**src/rtl/bcd_scan_mux_pkg.sv**
```systemverilog
`default_nettype none
// +-----------------------------------------------------------------------+
// | bcd_scan_mux_pkg : shared constants/helpers for scanned BCD displays  |
// | Rev 1.0                                                               |
// +-----------------------------------------------------------------------+
package bcd_scan_mux_pkg;

    localparam logic [3:0] BCD_BLANK  = 4'hF;
    localparam int         MAX_DIGITS = 8;

    function automatic logic [MAX_DIGITS-1:0] an_all_off(input int num_digits);
        logic [MAX_DIGITS-1:0] m;
        m = '0;
        for (int i = 0; i < MAX_DIGITS; i++) begin
            if (i < num_digits) m[i] = 1'b1;
        end
        return m;
    endfunction

    // $clog2 yields 0 for a range of 1; a zero-width counter is not legal.
    function automatic int cnt_width(input int range);
        return (range > 1) ? $clog2(range) : 1;
    endfunction

endpackage
`default_nettype wire

```
**src/rtl/bcd_scan_mux_scan_tick_gen.sv**
```systemverilog
`default_nettype none
// +-----------------------------------------------------------------------+
// | scan_tick_gen : free-running prescaler, one tick every PRESCALE clks  |
// | Rev 1.0                                                               |
// +-----------------------------------------------------------------------+
module scan_tick_gen
    import bcd_scan_mux_pkg::*;
#(
    parameter int PRESCALE = 100000
) (
    input  logic clk,
    input  logic rst_n,
    output logic tick
);

    localparam int            CW       = cnt_width(PRESCALE);
    localparam logic [CW-1:0] CNT_LAST = CW'(PRESCALE - 1);

    logic [CW-1:0] cnt_q;
    logic [CW-1:0] cnt_d;

    assign tick  = (cnt_q == CNT_LAST);
    assign cnt_d = tick ? '0 : cnt_q + CW'(1);

    always_ff @(posedge clk or negedge rst_n) begin
        if (!rst_n) begin
            cnt_q <= '0;
        end else begin
            cnt_q <= cnt_d;
        end
    end

endmodule
`default_nettype wire

```
**src/rtl/bcd_scan_mux.sv**
```systemverilog
`default_nettype none
// +-----------------------------------------------------------------------+
// | bcd_scan_mux : frame-synchronous multiplexer of BCD digits to a       |
// | shared 7-segment decoder with active-low anodes. Rev 1.0              |
// +-----------------------------------------------------------------------+
module bcd_scan_mux
    import bcd_scan_mux_pkg::*;
#(
    parameter int NUM_DIGITS = 4,
    parameter int PRESCALE   = 100000,
    parameter int BLANK_LZ   = 1
) (
    input  logic                    clk,
    input  logic                    rst_n,
    input  logic                    upd_valid,
    output logic                    upd_ready,
    input  logic [4*NUM_DIGITS-1:0] digits_in,
    input  logic [NUM_DIGITS-1:0]   dp_in,
    output logic [3:0]              bcd_out,
    output logic [NUM_DIGITS-1:0]   an_n,
    output logic                    dp_n,
    output logic                    frame_start
);

    localparam int                      PW       = cnt_width(NUM_DIGITS);
    localparam logic [PW-1:0]           POS_LAST = PW'(NUM_DIGITS - 1);
    localparam logic [NUM_DIGITS-1:0]   AN_OFF   = NUM_DIGITS'(an_all_off(NUM_DIGITS));
    localparam logic [4*NUM_DIGITS-1:0] DIG_OFF  = {NUM_DIGITS{BCD_BLANK}};

    logic                    tick;
    logic                    frame;
    logic                    apply;
    logic                    accept;

    logic [PW-1:0]           pos_q, pos_d;
    logic                    pending_q;
    logic [4*NUM_DIGITS-1:0] act_dig_q, act_dig_d;
    logic [NUM_DIGITS-1:0]   act_dp_q, act_dp_d;
    logic [4*NUM_DIGITS-1:0] sh_dig_q;
    logic [NUM_DIGITS-1:0]   sh_dp_q;

    logic [NUM_DIGITS-1:0]   an_q, an_d;
    logic [3:0]              bcd_q, bcd_d;
    logic                    dp_n_q, dp_n_d;
    logic                    fs_q;

    logic [NUM_DIGITS-1:0]   blank_mask;
    logic                    zero_run;
    logic [3:0]              sel_digit;
    logic                    sel_blank;
    logic                    sel_dp;

    scan_tick_gen #(
        .PRESCALE (PRESCALE)
    ) u_tick (
        .clk   (clk),
        .rst_n (rst_n),
        .tick  (tick)
    );

    assign frame     = tick & (pos_q == POS_LAST);
    assign apply     = frame & pending_q;
    assign accept    = upd_valid & ~pending_q;
    assign upd_ready = ~pending_q;

    // Newly applied data is visible on the same edge that selects digit 0.
    assign act_dig_d = apply ? sh_dig_q : act_dig_q;
    assign act_dp_d  = apply ? sh_dp_q  : act_dp_q;

    always_comb begin
        pos_d = pos_q;
        if (tick) begin
            pos_d = (pos_q == POS_LAST) ? '0 : pos_q + PW'(1);
        end
    end

    // Walk down from the MSD; a digit blanks while every digit above it is zero.
    always_comb begin
        zero_run   = 1'b1;
        blank_mask = '0;
        for (int i = NUM_DIGITS - 1; i > 0; i--) begin
            zero_run      = zero_run & (act_dig_d[4*i +: 4] == 4'h0);
            blank_mask[i] = (BLANK_LZ != 0) & zero_run;
        end
    end

    always_comb begin
        sel_digit = BCD_BLANK;
        sel_blank = 1'b0;
        sel_dp    = 1'b0;
        an_d      = AN_OFF;
        for (int i = 0; i < NUM_DIGITS; i++) begin
            if (pos_d == PW'(i)) begin
                sel_digit = act_dig_d[4*i +: 4];
                sel_blank = blank_mask[i];
                sel_dp    = act_dp_d[i];
                an_d[i]   = 1'b0;
            end
        end
        bcd_d  = sel_blank ? BCD_BLANK : sel_digit;
        dp_n_d = ~sel_dp;
    end

    always_ff @(posedge clk or negedge rst_n) begin
        if (!rst_n) begin
            pos_q     <= POS_LAST;
            pending_q <= 1'b0;
            act_dig_q <= DIG_OFF;
            act_dp_q  <= '0;
            sh_dig_q  <= '0;
            sh_dp_q   <= '0;
            an_q      <= AN_OFF;
            bcd_q     <= BCD_BLANK;
            dp_n_q    <= 1'b1;
            fs_q      <= 1'b0;
        end else begin
            pos_q     <= pos_d;
            act_dig_q <= act_dig_d;
            act_dp_q  <= act_dp_d;
            fs_q      <= frame;
            if (accept) begin
                sh_dig_q  <= digits_in;
                sh_dp_q   <= dp_in;
                pending_q <= 1'b1;
            end else if (apply) begin
                pending_q <= 1'b0;
            end
            if (tick) begin
                an_q   <= an_d;
                bcd_q  <= bcd_d;
                dp_n_q <= dp_n_d;
            end
        end
    end

    assign an_n        = an_q;
    assign bcd_out     = bcd_q;
    assign dp_n        = dp_n_q;
    assign frame_start = fs_q;

endmodule
`default_nettype wire

```
**config.mk**
```make
export PLATFORM = sky130hd
export DESIGN_NAME = bcd_scan_mux
export DESIGN_NICKNAME = d
export VERILOG_FILES = /design/src/rtl/bcd_scan_mux_pkg.sv /design/src/rtl/bcd_scan_mux_scan_tick_gen.sv /design/src/rtl/bcd_scan_mux.sv
export SDC_FILE = /design/constraint.sdc
export NUM_CORES = 1
export LEC_CHECK = 0
export ABC_AREA = 1
export BUFFER_PORTS_ARGS = -buffer_cell sky130_fd_sc_hd__buf_2
export CORE_ASPECT_RATIO = 2
export CORE_MARGIN = 2
export CORE_UTILIZATION = 53
export DETAILED_ROUTE_END_ITERATION = 8
export PLACE_DENSITY_LB_ADDON = 0.2
export SYNTH_ARGS = -nofsm -noshare
export SYNTH_HDL_FRONTEND = slang
export SYNTH_SLANG_ARGS = --single-unit
```
**constraint.sdc**
```tcl
create_clock -name clk -period 1.87 [get_ports clk]
set_input_delay 0.0935 -clock clk [delete_from_list [all_inputs] [get_ports clk]]
set_output_delay 0.0935 -clock clk [all_outputs]
set_load 0.02 [all_outputs]
```
* After elaboration in Yosys (flattened, before gate mapping)
Cells that the tools add are included.
Operators by class: add/subtract/negate cells 2, equal/unequal tests 5, multiplexer cells 23, bitwise gates (word level) 7, reduce and logical (&&, ||, !) cells 5
Operator list (number):
- $mux W4 | 6
- $add A17 B1 Y17 const B | 1
- $eq A17 B17 Y1 const B | 1
- $mux W17 | 1
- $mux W16 | 1
- $mux W1 | 13
- $logic_not A4 Y1 | 3
- $eq A2 B2 Y1 const B | 3
- $and A1 B1 Y1 | 5
- $mux W2 | 2
- $add A2 B1 Y2 const B | 1
- $eq A2 B1 Y1 const B | 1
- $logic_not A2 Y1 | 1
- $not A1 Y1 | 2
- $reduce_bool A2 Y1 | 1
Word-level totals: bits in registers 70, bits of input ports 23, output and inout port bits 11, logic and storage cells 53

* Depth between registers and ports, before layout
depth after elaboration 11, depth in mapped cells 16, depth with buffers taken out 16

* Cells and area by module
From an unflattened synthesis, not the netlist that was laid out.
Unflattened totals: cells, all modules 380, area, all modules 3285.7 um^2
Modules (own cells, without submodules):
- bcd_scan_mux | times used 1, cells each 242, area an instance 2307.2 um^2, seq. area each 1360.1 um^2
- scan_tick_gen | times used 1, cells each 138, area an instance 978.4 um^2, seq. area each 425.4 um^2

* Worst setup path after synthesis
Ideal clock, no wire load.
kind reg-to-reg, from register pos_q[0], to register bcd_q[0], in the netlist bcd_out[0], library setup time 0.058 ns, arrival 1.789 ns, data required time 1.812 ns, path slack 0.023 ns, stages on the path, launching flop included 14, buffers on the path 1, period minus slack after synthesis 1.847 ns, cell sequence dfstp_2 > ha_1 > buf_2 > nor2_1 > nand4_1 > nand2_1 > nand2_1 > nor2_1 > nand3_1 > nand2_1 > nand2_2 > nand3_1 > nand2_1 > inv_1
Between the ends: elaborated cells on any way between the ends 24, those cells by class 1 x add/sub; 4 x eq/ne; 11 x mux; 4 x bitwise; 4 x reduce/logical
RTL lines:
- start: declaration | line bcd_scan_mux.sv:35 | logic [PW-1:0] pos_q, pos_d;
- start signal: assignment | line bcd_scan_mux.sv:117 | pos_q <= pos_d;
- $add A2 B1 Y2 / $eq A2 B2 Y1 (equally long branches) | line bcd_scan_mux.sv:73 | pos_d = (pos_q == POS_LAST) ? '0 : pos_q + PW'(1);
- $mux W2 | line bcd_scan_mux.sv:73
- $mux W2 * | line bcd_scan_mux.sv:72 | if (tick) begin
- via pos_d[0] | line bcd_scan_mux.sv:35
- $logic_not A2 Y1 | line bcd_scan_mux.sv:93 | if (pos_d == PW'(i)) begin
- $mux W4 (4 in a row) | line bcd_scan_mux.sv:93
- $mux W4 * | line bcd_scan_mux.sv:100 | bcd_d = sel_blank ? BCD_BLANK : sel_digit;
- end signal: assignment | line bcd_scan_mux.sv:113 | bcd_q <= BCD_BLANK;
- end signal: assignment | line bcd_scan_mux.sv:130 | bcd_q <= bcd_d;
- end: declaration | line bcd_scan_mux.sv:43 | logic [3:0] bcd_q, bcd_d;
Mark *: on every way through the listed nets, which the timed path passes. The rest lies on a longest branch. A chain may end at the register's enable or synchronous reset.

* Final worst setup path
from register u_tick.cnt_q[12], to register bcd_q[0], in the netlist bcd_out[0]
Between the ends: elaborated cells on any way between the ends 22, those cells by class 4 x eq/ne; 10 x mux; 4 x bitwise; 4 x reduce/logical
RTL lines:
- start: declaration | line bcd_scan_mux_scan_tick_gen.sv:19 | logic [CW-1:0] cnt_q;
- start signal: assignment | line bcd_scan_mux_scan_tick_gen.sv:29 | cnt_q <= cnt_d;
- $eq A17 B17 Y1 * | line bcd_scan_mux_scan_tick_gen.sv:22 | assign tick = (cnt_q == CNT_LAST);
- $mux W2 * | line bcd_scan_mux.sv:72
- via pos_d[0] | line bcd_scan_mux.sv:35
- $logic_not A2 Y1 | line bcd_scan_mux.sv:93
- $mux W4 (4 in a row) | line bcd_scan_mux.sv:93
- $mux W4 * | line bcd_scan_mux.sv:100
Marks and branches as above.

==> summary.txt <==
Status
  – Outcome: complete, but fails checks
  – Failing checks: negative setup slack

Routing
  – Residual DRC: 0
  – DR iter-0 viols: 283
  – Detail Route Antenna Nets: 0
  – Drt first pass iters: 7
  – WL final: about 11,000 um
  – DR WL/cell: around 17 um
  – Avg Vias per Cell: ~5.3
  – Via count: between 3,000 and 4,000

Placement
  – Port bufs: 33
  – Placed Area: 4250 um^2
  – Placed cells: 611
  – Dpl hpwl: roughly 6500 um
  – GPL Wtd Cong: approximately 0.90

Power and ir drop
  – Sw Ratio: between 20% and 30%
  – Max IR drop VDD: 0.000643 V
  – Pint: about 0.0027 W
  – Register share of total power: around 47%
  – Clock share of power: 48.3%
  – NetSw: 0.000719 W
  – Overall Power: approximately 0.0034 W
  – Leak pwr: 2.71 nW
  – PD cells: roughly 640 nW/um^2
  – Logic pwr share: 4.3%

Synth
  – Cell variety after synth: 32
  – Synth area leaders: dfrtp_1, dfstp_2, nand2_1
  – Synth Flop Type: dfrtp_1
  – Synthesis Warnings: 0
  – Post-synth EDFFs: 0
  – Syn nets: 458
  – Synth Area per Inst: 8.03 um^2
  – Seq/Total Area, Yosys: between 50% and 60%
  – Ys async rst share: between 90% and 100%
  – Post-Syn Instances: approximately 430
  – Commonest cells post-synth: nand2_1, dfrtp_1, inv_1, nor2_1, dfstp_2
  – Most frequent cell after synthesis: nand2_1
  – Post-synthesis register bit count: 70
  – Synthesized cell area: 3480 um^2
  – Cell type with the largest total area after synthesis: dfrtp_1
  – Synth top area share: between 30% and 40%

Setup path
  – Startpoint types: flip-flop
  – Worst reg2reg path startpoint: u_tick.cnt_q[12]
  – Critical Path Fanout Max: 4
  – R2R Path End: bcd_out[0]
  – Worst R2R Setup Slack: -330 ps
  – Critical Path RT: roughly 2200 ps
  – Arrival time worst endpoint: 2470 ps
  – CP Capture Type: flip-flop
  – Worst reg2reg path depth: 16
  – Setup CP Type: reg -> reg

Floorplan
  – DIE WIDTH: roughly 61 um
  – Starting Density: between 50 and 60%
  – Row count: roughly 40
  – Core Area: approximately 6300 um^2
  – Die Height: 119 um
  – # IOs: 34
  – Die area: between 7000 and 8000 um^2

Cells and area
  – Utilization after layout: between 80% and 90%
  – Nets: roughly 600
  – Antenna Cells: 0
  – Share of layout cells above drive strength 1: a little over two fifths
  – Post-route cell area: between 5000 and 6000 um^2
  – Synthesis-to-layout area growth: 52.2%
  – Final Non-Filler Cells: between 600 and 700

Clock network
  – Num Clock Sinks: 70
  – H-tree Lvls: 3
  – CTS root buffer: clkbuf_16
  – CTS tree: built
  – TritonCTS buffer count: 9
  – Clock slew at reported path FFs: ~60 ps
  – CTS max path bufs: 2
  – Clk_lat worst skew: 340 ps

STA
  – Clk_skew: ~14 ps
  – Hold Vio Cnt, Final: 0
  – Slew Viols, Final: 0
  – Tmin final: ~2200 ps
  – Worst-Margin Slew: 527 ps
  – Worst slew margin: between 60% and 70%
  – Final WS setup: -325 ps
  – Final setup vio count: 13
  – Fmax: roughly 460 MHz
  – Final period utilization: 117%
  – RSZ-0062 raised after global routing: true
  – TNS Setup: -2110 ps

GRT
  – First-pass GRT wire length: around 17,000 um
  – Pin count of the biggest net entering global routing: about 50
  – Total GRT Usage: a little under a third
  – Initial antenna violation count: 0
  – Total gr overflow: 0
  – Number of global-route vias before repair: around 3,800

Worst hold path
  – Worst Hold Endpoint: sh_dig_q[6]
  – Hold_sp: digits_in[6]
  – Hold path depth: 3
  – Hold WC Path Type: in -> reg

Run
  – Max-cap violations: 0
-- power groups by stage --
stage	Sequential, W	Combinational (W)	Clock (W)
2_1_floorplan	0.00161	0.0000419	0
3_3_place_gp	0.00162	0.000105	0
3_5_place_dp	0.00162	0.000109	0
4_1_cts	0.00160	0.000144	0.00162
5_1_grt	0.00160	0.000166	0.00170
6_report	0.00160	0.000143	0.00163
-- final cells by class --
type	instances	area (um^2)
Fill cell	374	1020
Timing Repair Buffer	155	1230
Sequential cell	70	1790
Clock buffer	16	282
Inverter	50	190
Multi-Input combinational cell	302	1690
Tap cell	86	108
-- placed cells by master, fill, tap and decap left out, drive strengths merged --
cell,n
dfrtp,43
nor4,1
nand2,173
clkbuf,16
o21ai,16
or2,4
a21oi,6
nand3,23
o41ai,1
a31oi,1
nand4,21
dfstp,27
xor2,4
inv,50
nor2,41
o22ai,1
ha,2
o211ai,1
dlygate4sd3,21
nor3,6
a211oi,1
buf,134
-- repair_timing --
action                                  CTS  global route
endpoints found under the setup margin    9            15
resized for setup                        31            40
hold endpoints to repair                 38             0
hold buffers                             21             0
buffers inserted                         28             6
pin swaps                                10            27
cloned                                    1             0
-- worst max-delay path by stage --
stage / end / startpoint / depth (start not counted) / slack [ps]
after floorplan: bcd_out[0] / pos_q[0] / 13 / 20
after global placement: bcd_out[2] / u_tick.cnt_q[0] / 15 / -300
after detailed placement: bcd_out[1] / u_tick.cnt_q[1] / 15 / -360
after CTS: bcd_out[1] / u_tick.cnt_q[0] / 16 / -170
after global routing: bcd_out[3] / u_tick.cnt_q[11] / 14 / -370
final: bcd_out[0] / u_tick.cnt_q[12] / 16 / -330
-- metrics by stage --
step | setup slack [ps] | hold slack [ps]
after floorplan | 22.7 | -202
after global placement | -304 | 99.6
after detailed placement | -357 | 104
after CTS | -168 | 7.86
after global routing | -369 | 37.3
final | -325 | 20.0
-- worst max-delay path, stage by stage (launching register included) --
cell	delay (ps)
dfrtp_1	430
buf_4	160
nor2_1	120
nand3_2	160
nor2_2	180
nand3_1	140
nand2_2	100
nand2_4	80
buf_6	130
buf_4	130
nor2_1	120
nand2_1	80
nand2_1	80
a21oi_2	40
nand3_2	70
nand2_1	50
inv_1	50
-- kinds of logic (layout without fill, tap and decap cells) --
group,Yosys count,after routing,synth area share (%)
simple gates,269,269,35.5
xor+xnor,4,4,1.01
fa+ha+maj,2,2,0.720
flops,70,70,51.4
compound gates,27,27,4.21
buf+inv,61,221,7.16
-- layer usage --
layer  vias to the layer above  share of wire, %  track usage (%)
met3                        78               5.4             7.55
met5                         -                 0                0
met2                       147                53             52.7
met1                      1700                34             32.7
li1                       1677                 -                -
met4                         0               7.8             23.8
-- state kept, by name (all words and copies together) (netlist names) --
register      cells
dp_n              1
pending_q         1
pos_q             2
an_n              4
frame_start       1
act_dig_q        16
bcd_out           4
sh_dp_q           4
u_tick.cnt_q     17
act_dp_q          4
sh_dig_q         16
Note: power is estimated with default switching activity, not from simulation.
